===== src/rtl/serial2tcp_loopback_core.sv =====
// Byte-stream loopback endpoint: every byte accepted on the sink is buffered in
// an in-order FIFO and re-emitted unchanged on the source.
module serial2tcp_loopback_core #(
  parameter int DATA_WIDTH = 8,
  parameter int DEPTH      = 16,
  parameter int CNT_WIDTH  = 32
) (
  input  logic                       sys_clk,
  input  logic                       sys_rst,
  output logic                       serial2tcp_source_valid,
  input  logic                       serial2tcp_source_ready,
  output logic [DATA_WIDTH-1:0]      serial2tcp_source_data,
  input  logic                       serial2tcp_sink_valid,
  output logic                       serial2tcp_sink_ready,
  input  logic [DATA_WIDTH-1:0]      serial2tcp_sink_data,
  output logic [$clog2(DEPTH):0]     level,
  output logic [CNT_WIDTH-1:0]       rx_count,
  output logic [CNT_WIDTH-1:0]       tx_count
);

  localparam int PTR_W = $clog2(DEPTH);
  localparam int LVL_W = PTR_W + 1;
  localparam logic [LVL_W-1:0] FULL_LEVEL = LVL_W'(DEPTH);

  logic [DATA_WIDTH-1:0] mem_q [DEPTH];
  logic [PTR_W-1:0]      wr_ptr_q, wr_ptr_d;
  logic [PTR_W-1:0]      rd_ptr_q, rd_ptr_d;
  logic [LVL_W-1:0]      level_q, level_d;
  logic [CNT_WIDTH-1:0]  rx_count_q, rx_count_d;
  logic [CNT_WIDTH-1:0]  tx_count_q, tx_count_d;
  logic                  push, pop;

  // Handshake flags come only from registered level and reset, so there is no
  // combinational path from source_ready to sink_ready or from sink to source.
  always_comb begin
    serial2tcp_sink_ready   = !sys_rst && (level_q != FULL_LEVEL);
    serial2tcp_source_valid = !sys_rst && (level_q != '0);
    serial2tcp_source_data  = mem_q[rd_ptr_q];
    push = serial2tcp_sink_valid && serial2tcp_sink_ready;
    pop  = serial2tcp_source_valid && serial2tcp_source_ready;
    level    = level_q;
    rx_count = rx_count_q;
    tx_count = tx_count_q;
  end

  always_comb begin
    wr_ptr_d   = wr_ptr_q;
    rd_ptr_d   = rd_ptr_q;
    level_d    = level_q;
    rx_count_d = rx_count_q;
    tx_count_d = tx_count_q;
    if (push) begin
      wr_ptr_d   = wr_ptr_q + PTR_W'(1);
      rx_count_d = rx_count_q + CNT_WIDTH'(1);
    end
    if (pop) begin
      rd_ptr_d   = rd_ptr_q + PTR_W'(1);
      tx_count_d = tx_count_q + CNT_WIDTH'(1);
    end
    case ({push, pop})
      2'b10:   level_d = level_q + LVL_W'(1);
      2'b01:   level_d = level_q - LVL_W'(1);
      default: level_d = level_q;
    endcase
  end

  always_ff @(posedge sys_clk) begin
    if (sys_rst) begin
      wr_ptr_q   <= '0;
      rd_ptr_q   <= '0;
      level_q    <= '0;
      rx_count_q <= '0;
      tx_count_q <= '0;
    end else begin
      wr_ptr_q   <= wr_ptr_d;
      rd_ptr_q   <= rd_ptr_d;
      level_q    <= level_d;
      rx_count_q <= rx_count_d;
      tx_count_q <= tx_count_d;
    end
  end

  // Storage is not reset; push is already gated off while sys_rst is high.
  always_ff @(posedge sys_clk) begin
    if (push) begin
      mem_q[wr_ptr_q] <= serial2tcp_sink_data;
    end
  end

endmodule


===== config.mk =====
export PLATFORM = sky130hd
export DESIGN_NAME = serial2tcp_loopback_core
export DESIGN_NICKNAME = d
export VERILOG_FILES = /design/src/rtl/serial2tcp_loopback_core.sv
export SDC_FILE = /design/constraint.sdc
export NUM_CORES = 1
export LEC_CHECK = 0
export BUFFER_PORTS_ARGS = -buffer_cell sky130_fd_sc_hd__clkbuf_2
export CORE_ASPECT_RATIO = 0.9
export CORE_UTILIZATION = 50
export CTS_BUF_LIST = sky130_fd_sc_hd__clkbuf_4 sky130_fd_sc_hd__clkbuf_8 sky130_fd_sc_hd__clkbuf_16
export CTS_CLUSTER_SIZE = 8
export DETAILED_ROUTE_END_ITERATION = 6
export PLACE_DENSITY = 0.68
export RECOVER_POWER = 50
export SYNTH_ARGS = -nofsm -noshare
export SYNTH_HDL_FRONTEND = slang
export SYNTH_SLANG_ARGS = --single-unit
export TNS_END_PERCENT = 5

===== constraint.sdc =====
create_clock -name sys_clk -period 4.7 [get_ports sys_clk]
set_clock_uncertainty 0.2 [all_clocks]
set_input_delay 0.47 -clock sys_clk [delete_from_list [all_inputs] [get_ports sys_clk]]
set_output_delay 0.47 -clock sys_clk [all_outputs]
set_load 0.02 [all_outputs]

==> summary.md, run 1 <==
| Metric | Value |
|---|---|
| I/O Buffers | 90 |
| CP peak stage delay | 880 ps |
| Post-Syn Instances | 646 |
| Critical path, cell by cell | buf_4 -> mux4_2 -> mux4_2 -> clkbuf_2 |
| Setup crit start kind | register |
| Final worst slack | 1081 ps |
| Via density | 5.524 |
| Die width | 141.4 um |
| TritonCTS buffer count | 30 |
| First-pass GRT wire length | 29500 um |
| Worst hold start | serial2tcp_sink_data[7] |
| Synth cell types | 51 |
| Ratio of cells with drive above 1 in the final layout | 0.1656 |
| CP Capture Type | output port |
| N_diodes | 0 |
| Critical path arrival | 2950 ps |
| Fin area | 10210 um2 |
| Max VDD drop | 308.8 uV |
| WP buf/inv | 2 |
| Pre-antenna DRT Iters | 4 |
| PD cells | 420.5 nW/um2 |
| Synthesized area per cell | 13.54 um2 |
| Final min period | 3619 ps |
| Adder-cell share of the synthesized area | 0.01287 |
| Final setup violation count | 0 |
| Slowest cell on crit path | dfxtp_2 |
| CTS resizes | 0 |
| Largest family of logic cells by synthesized area | simple AND/OR/NAND/NOR gates |
| Post-synthesis compound-gate area fraction | 0.03118 |
| H-tree depth | 1 |
| Final critical-path share of the clock period | 0.7700 |
| RSZ-0062 raised after global routing | no |
| FILL cells | 1385 |
| Top post-synthesis cells by area | edfxtp_1 (44%), dfxtp_1 (19%), mux4_2 (10%), nor2_1 (3.8%), xor2_1 (3.4%) |
| # Post-CTS Setup Buffers | 0 |
| Area leader, netlist | edfxtp_1 |
| Worst Path Class, Setup | reg2out |
| Slew HR | 0.1795 |
| Simple logic cell fraction of the synthesized area | 0.1326 |
| Final hold violation count | 0 |
| GRT overflow | 0 |
| Synth cell count leaders | edfxtp_1 (128), nor2_1 (88), dfxtp_1 (81), mux4_2 (40), xor2_1 (34) |
| R2R cell count | 9 |
| Slew Viols, Final | 0 |
| CTS Buffer Depth | 3 |
| Least-Margin Pin Slew | 1226 ps |
| CP most frequent cell | mux4_2 |
| Root buffer cell | clkbuf_16 |
| Clk_lat worst skew | 520 ps |
| Hpwl dp | 11230 um |
| Core box area | 17000 um2 |
| Syn-to-layout area delta | 16.68% |
| Vias in the first global route | 5449 |
| DRC viols | 0 |
| Register area share after synthesis | 0.6248 |
| EDFF count, synth | 128 |
| Synth warn | 0 |
| FF+latch count, synth | 209 |
| Die height | 127.5 um |
| Gp weighted congestion | 0.8119 |
| Clock sinks | 209 |
| Worst R2R End | level[3]$_SDFFE_PP0P_ |
| Mapped cell area | 8747 um2 |
| Top FF cell, synth | edfxtp_1 |
| Full die area | 18030 um2 |
| CTS tree | done |
| GRT Total Usage | 0.2131 |
| P_leak | 3.301 nW |
| Post-synthesis async set-or-reset flop share | 0 |
| Hold worst-path end | mem_q[6][7]$_DFFE_PP_ |
| Mapped Nets | 667 |
| Post-synthesis mux area share | 0.1080 |
| Max Clock Freq | 276.3 MHz |
| Final design utilization | 0.6002 |
| Number of nets in the layout | 761 |
| CP top delay family | multiplexers |
| Dpl cell area | 9370 um2 |
| Xor and xnor fraction of the mapped netlist area | 0.06308 |
| Top cell type's share of synthesized area | 0.4394 |
| Flop2flop setup slack | 1160 ps |
| Reg clk slew, reported paths | 50 ps |
| Max-Cap Viols | 0 |
| Hold Crit Class | in2reg |
| Vias | 5502 |
| Cts hold-fix bufs | 0 |
| Setup TNS Final | 0 ps |
| Worst Hold Path Cells | 1 |
| Post-DRT Antenna Nets | 0 |
| Final WL | 18510 um |
| Most frequent cell after synthesis | edfxtp_1 |
| Dpl ws | 1307 ps |
| Worst r2r src | level[1]$_SDFFE_PP0P_ |
| Io pins | 91 |
| Initial DRC Count | 463 |
| CP Data Required Time | 4030 ps |
| Initial cell density of the core | 0.5144 |
| Largest net degree at the start of global routing | 92 |
| Outcome | completed |
| Critical Path Fanout Max | 23 |
| Initial antenna violation count | 0 |
| Average wire per standard cell | 18.58 um |
| # rows | 45 |
-- power breakdown --
group / internal [mW] / switching, mW / total (mW)
registers: 1.97 / 0.0375 / 2.00
clock network: 1.33 / 0.730 / 2.06
logic: 0.0983 / 0.126 / 0.224
total: 3.40 / 0.893 / 4.29
-- cells in the final DEF, fill, tap and decap left out, types with 2 or more instances in the layout --
master | netlist | layout
edfxtp_1 | 128 | 128
nor2_1 | 88 | 88
dfxtp_1 | 81 | 79
clkbuf_1 | 18 | 78
mux4_2 | 40 | 40
xor2_1 | 34 | 34
nand2_1 | 31 | 31
clkbuf_16 | 0 | 31
xnor2_1 | 29 | 29
nand3_1 | 26 | 26
clkbuf_4 | 0 | 21
nand4_1 | 20 | 20
nor3_1 | 17 | 17
nor4_1 | 14 | 14
clkbuf_2 | 0 | 14
inv_1 | 13 | 13
a21oi_1 | 10 | 10
ha_1 | 9 | 9
and4_1 | 7 | 7
buf_4 | 0 | 7
nand2b_1 | 6 | 6
o21ai_0 | 6 | 6
or3_1 | 5 | 5
nor2b_1 | 4 | 4
o21ai_1 | 4 | 4
and3_1 | 4 | 4
or4_1 | 2 | 3
o31ai_1 | 3 | 3
nand4b_1 | 2 | 2
o211ai_4 | 2 | 2
nor3b_1 | 2 | 2
mux2_1 | 2 | 2
dfxtp_2 | 0 | 2
-- through the flow --
step | total power [mW] | hold slack [ps] | instances
floorplan | 2.210 | 272.5 | 646
global placement | 2.263 | 286.3 | 943
detailed placement | 2.272 | 302.1 | 943
CTS | 4.336 | 138.9 | 996
global route | 4.428 | 274.7 | 996
finish | 4.292 | 240.0 | 996
-- state kept, by name, summed over array words and instances, names as in the netlist, named ones only --
signal and cells:
mem_q 128, tx_count 32, wr_ptr_q 4, level 5, rx_count 32, rd_ptr_q 4
-- worst max path at each step --
| stage | cells past startpoint | from | to |
|---|---|---|---|
| global placement | 9 | level[1]$_SDFFE_PP0P_ | level[3]$_SDFFE_PP0P_ |
| CTS | 4 | register | serial2tcp_source_data[6] |
| floorplan | 11 | level[2]$_SDFFE_PP0P_ | level[3]$_SDFFE_PP0P_ |
| global route | 11 | level[1]$_SDFFE_PP0P_ | level[4]$_SDFFE_PP0P_ |
| detailed placement | 9 | level[1]$_SDFFE_PP0P_ | level[3]$_SDFFE_PP0P_ |
| finish | 4 | register | serial2tcp_source_data[6] |
-- layout make-up --
type	count	area (um2)	area share
sequential	209	5468	0.5357
timing repair buffer	99	415.4	0.04070
tap	235	294.0	0.02881
clock buffer	52	933.4	0.09146
multi-input combinational	387	3038	0.2977
clock inverter	1	8.758	0.0008582
inverter	13	48.80	0.004781
-- layer usage --
layer | track usage | part of all wire | up-vias
met4 | 0.04870 | 0.014 | 0
met2 | 0.3570 | 0.50 | 171
li1 | - | - | 2583
met3 | 0.03448 | 0.060 | 28
met1 | 0.2942 | 0.43 | 2720
met5 | 0 | 0 | -
-- kinds of logic (layout without fill, tap and decap cells) --
group	count (synthesis)	count (layout)
AOI/OAI and AO/OA	37	37
xor gates and xnor gates	63	63
adders and majority gates	9	9
buffers and inverters	50	165
DFF	209	209
muxes	44	44
and+or+nand+nor	234	234
-- worst register-to-register path, delay by kind of cell, from the launching register on --
family,cells,cell delay [ps]
and+or+nand+nor,2,1280
muxes,1,320
DFF,1,400
buffers and inverters,2,430
adders and majority gates,1,370
AOI/OAI and AO/OA,3,440
Power figures use the tool's default switching activity.
==> run 2: changes to the inputs <==
==> constraint.sdc (replaced) <==
create_clock -name sys_clk -period 3.75 [get_ports sys_clk]
set_clock_uncertainty 0.2 [all_clocks]
set_input_delay 0.375 -clock sys_clk [delete_from_list [all_inputs] [get_ports sys_clk]]
set_output_delay 0.375 -clock sys_clk [all_outputs]
set_load 0.02 [all_outputs]
==> run 2 against run 1 <==
Setup slack lost 670 ps. Routed wire length shrank 4.8%. Critical path type is now reg2reg. Design area is essentially flat. Count of clock-buffer cells in the layout shrank 1. Die area is the same.
==> summary.md, run 2 (synthesized netlist as in run 1, its figures left out) <==
| Metric | Value |
|---|---|
| P_leak | 3.307 nW (+0.20%) |
| TritonCTS buffer count | 30 (unchanged) |
| Post-DRT Antenna Nets | 0 (unchanged) |
| Hold worst-path end | mem_q[2][7]$_DFFE_PP_ |
| Die height | 127.5 um (unchanged) |
| WP buf/inv | 0 (-2) |
| Slew HR | 0.05862 (-0.1209) |
| CTS tree | done |
| Worst Path Class, Setup | reg2reg |
| Finished Layout Cells | 997 (+0.10%) |
| I/O Buffers | 90 (unchanged) |
| Number of nets in the layout | 763 (+0.26%) |
| Critical path arrival | 3550 ps (+600 ps) |
| H-tree depth | 1 (unchanged) |
| Final design utilization | 0.5999 (about the same) |
| Initial antenna violation count | 0 (unchanged) |
| CP Capture Type | register |
| Initial DRC Count | 328 (-29%) |
| CP most frequent cell | ha_1 |
| Max VDD drop | 336.9 uV (+9.1%) |
| Final min period | 3344 ps |
| Worst hold start | serial2tcp_sink_data[7] |
| CP peak stage delay | 680 ps (-200 ps) |
| Hpwl dp | 11050 um (-1.6%) |
| CP top delay family | simple AND/OR/NAND/NOR gates |
| CTS resizes | 0 (unchanged) |
| Final WL | 17620 um (-4.8%) |
| Max-Cap Viols | 0 (unchanged) |
| Clock sinks | 209 (unchanged) |
| Critical path, cell by cell | or4_1 -> o21a_1 -> ha_1 -> xor2_1 -> ha_1 -> a211o_1 -> nand3_1 -> a31oi_1 -> mux2_1 |
| Final setup violation count | 0 (unchanged) |
| Via density | 5.524 (about the same) |
| N_diodes | 0 (unchanged) |
| Pre-antenna DRT Iters | 5 (+1) |
| Full die area | 18030 um2 (unchanged) |
| RSZ-0062 raised after global routing | no |
| First-pass GRT wire length | 28570 um (-3.1%) |
| Max reg flops | 128 (unchanged) |
| Outcome | completed |
| Io pins | 91 (unchanged) |
| DRC viols | 0 (unchanged) |
| Root buffer cell | clkbuf_16 |
| Initial cell density of the core | 0.5144 (unchanged) |
| Average wire per standard cell | 17.67 um (-4.9%) |
| CP startpoint | level[1]$_SDFFE_PP0P_ |
| # rows | 45 (unchanged) |
| Cts hold-fix bufs | 0 (unchanged) |
| Core box area | 17000 um2 (unchanged) |
| Syn-to-layout area delta | 16.62% (about the same) |
| Most common cell after layout, fill and taps aside | edfxtp_1 |
| Reg clk slew, reported paths | 50 ps (about the same) |
| Clk_lat worst skew | 520 ps (about the same) |
| GRT Total Usage | 0.2029 (-0.01020) |
| Worst R2R End | level[4]$_SDFFE_PP0P_ |
| CP Data Required Time | 3950 ps (-80 ps) |
| Hold Crit Class | in2reg |
| CTS Buffer Depth | 3 (unchanged) |
| Vias in the first global route | 5380 (-1.3%) |
| Most flops, register | mem_q |
| Final hold violation count | 0 (unchanged) |
| Vias | 5507 (+0.091%) |
| Gp weighted congestion | 0.8629 (+6.3%) |
| Levels on crit path | 9 (+5) |
| Placed Cells incl. Taps | 945 (+0.21%) |
| Final critical-path share of the clock period | 0.8917 |
| Setup crit start kind | register |
| Max Clock Freq | 299.0 MHz |
| PD cells | 526.4 nW/um2 (+25%) |
| Flop2flop setup slack | 410 ps (-750 ps) |
| Critical Path Fanout Max | 12 (-48%) |
| FILL cells | 1402 (+1.2%) |
| Worst r2r src | level[1]$_SDFFE_PP0P_ |
| # Post-CTS Setup Buffers | 0 (unchanged) |
| Largest net degree at the start of global routing | 92 (unchanged) |
| Ratio of cells with drive above 1 in the final layout | 0.1640 (-0.001530) |
| Worst Hold Path Cells | 1 (unchanged) |
| Die width | 141.4 um (unchanged) |
| Commonest cells after routing, fill and taps aside | edfxtp_1 (128), nor2_1 (88), dfxtp_1 (80) |
| GRT overflow | 0 (unchanged) |
| Slowest cell on crit path | or4_1 |
| R2R cell count | 9 (unchanged) |
| Least-Margin Pin Slew | 1406 ps (+179.7 ps) |
| Slew Viols, Final | 0 (unchanged) |
| Setup TNS Final | 0 ps (unchanged) |
## run 2: cell types whose count changed in the layout (fill, tap and decap cells not counted), sizes merged
cell / change
clkbuf: -2
buf: +3
## run 2: per-stage QoR
step,area (um2),power (mW),worst slack (ps),hold WS (ps)
finish,10200,5.370,406.0,170.5
global route,10200,5.536,250.7,209.0
CTS,10320,5.428,419.9,61.37
detailed placement,9384,2.854,433.8,294.3
global placement,9384,2.842,606.1,285.6
floorplan,8747,2.769,484.3,272.5
## run 2: worst max path at each step
| stage | endpoint | slack, ps |
|---|---|---|
| 2_1_floorplan | level[3]$_SDFFE_PP0P_ | 480 |
| 5_1_grt | level[4]$_SDFFE_PP0P_ | 250 |
| 3_5_place_dp | level[3]$_SDFFE_PP0P_ | 430 |
| 3_3_place_gp | level[3]$_SDFFE_PP0P_ | 610 |
| 6_report | level[4]$_SDFFE_PP0P_ | 410 |
| 4_1_cts | level[3]$_SDFFE_PP0P_ | 420 |
## run 2: worst reg2reg max path, cell delays in order, from the launching register on
cell and delay (ps):
dfxtp_1 410, or4_1 690, o21a_1 370, ha_1 370, xor2_1 190, ha_1 230
a211o_1 300, nand3_1 80, a31oi_1 90, mux2_1 310
## run 2: final cells by class
class / instances / area [um2] / share of cell area
flip-flops and latches: 209 / 5466 / 0.5359
clock inverters: 1 / 8.758 / 0.0008586
clock buffers: 51 / 925.9 / 0.09076
inverters: 13 / 48.80 / 0.004784
multi-input cells: 387 / 3024 / 0.2965
well taps: 235 / 294.0 / 0.02882
repair buffers: 101 / 432.9 / 0.04244
## run 2: per-layer routing
layer	global-route usage	share of wire
met3	0.03598	0.054
met1	0.2844	0.46
met2	0.3296	0.47
met5	0	0
met4	0.05187	0.012
## run 2: report_power, final
| part | internal (mW) | switching (mW) |
|---|---|---|
| clock | 1.66 | 0.913 |
| combinational | 0.123 | 0.182 |
| sequential | 2.47 | 0.0259 |
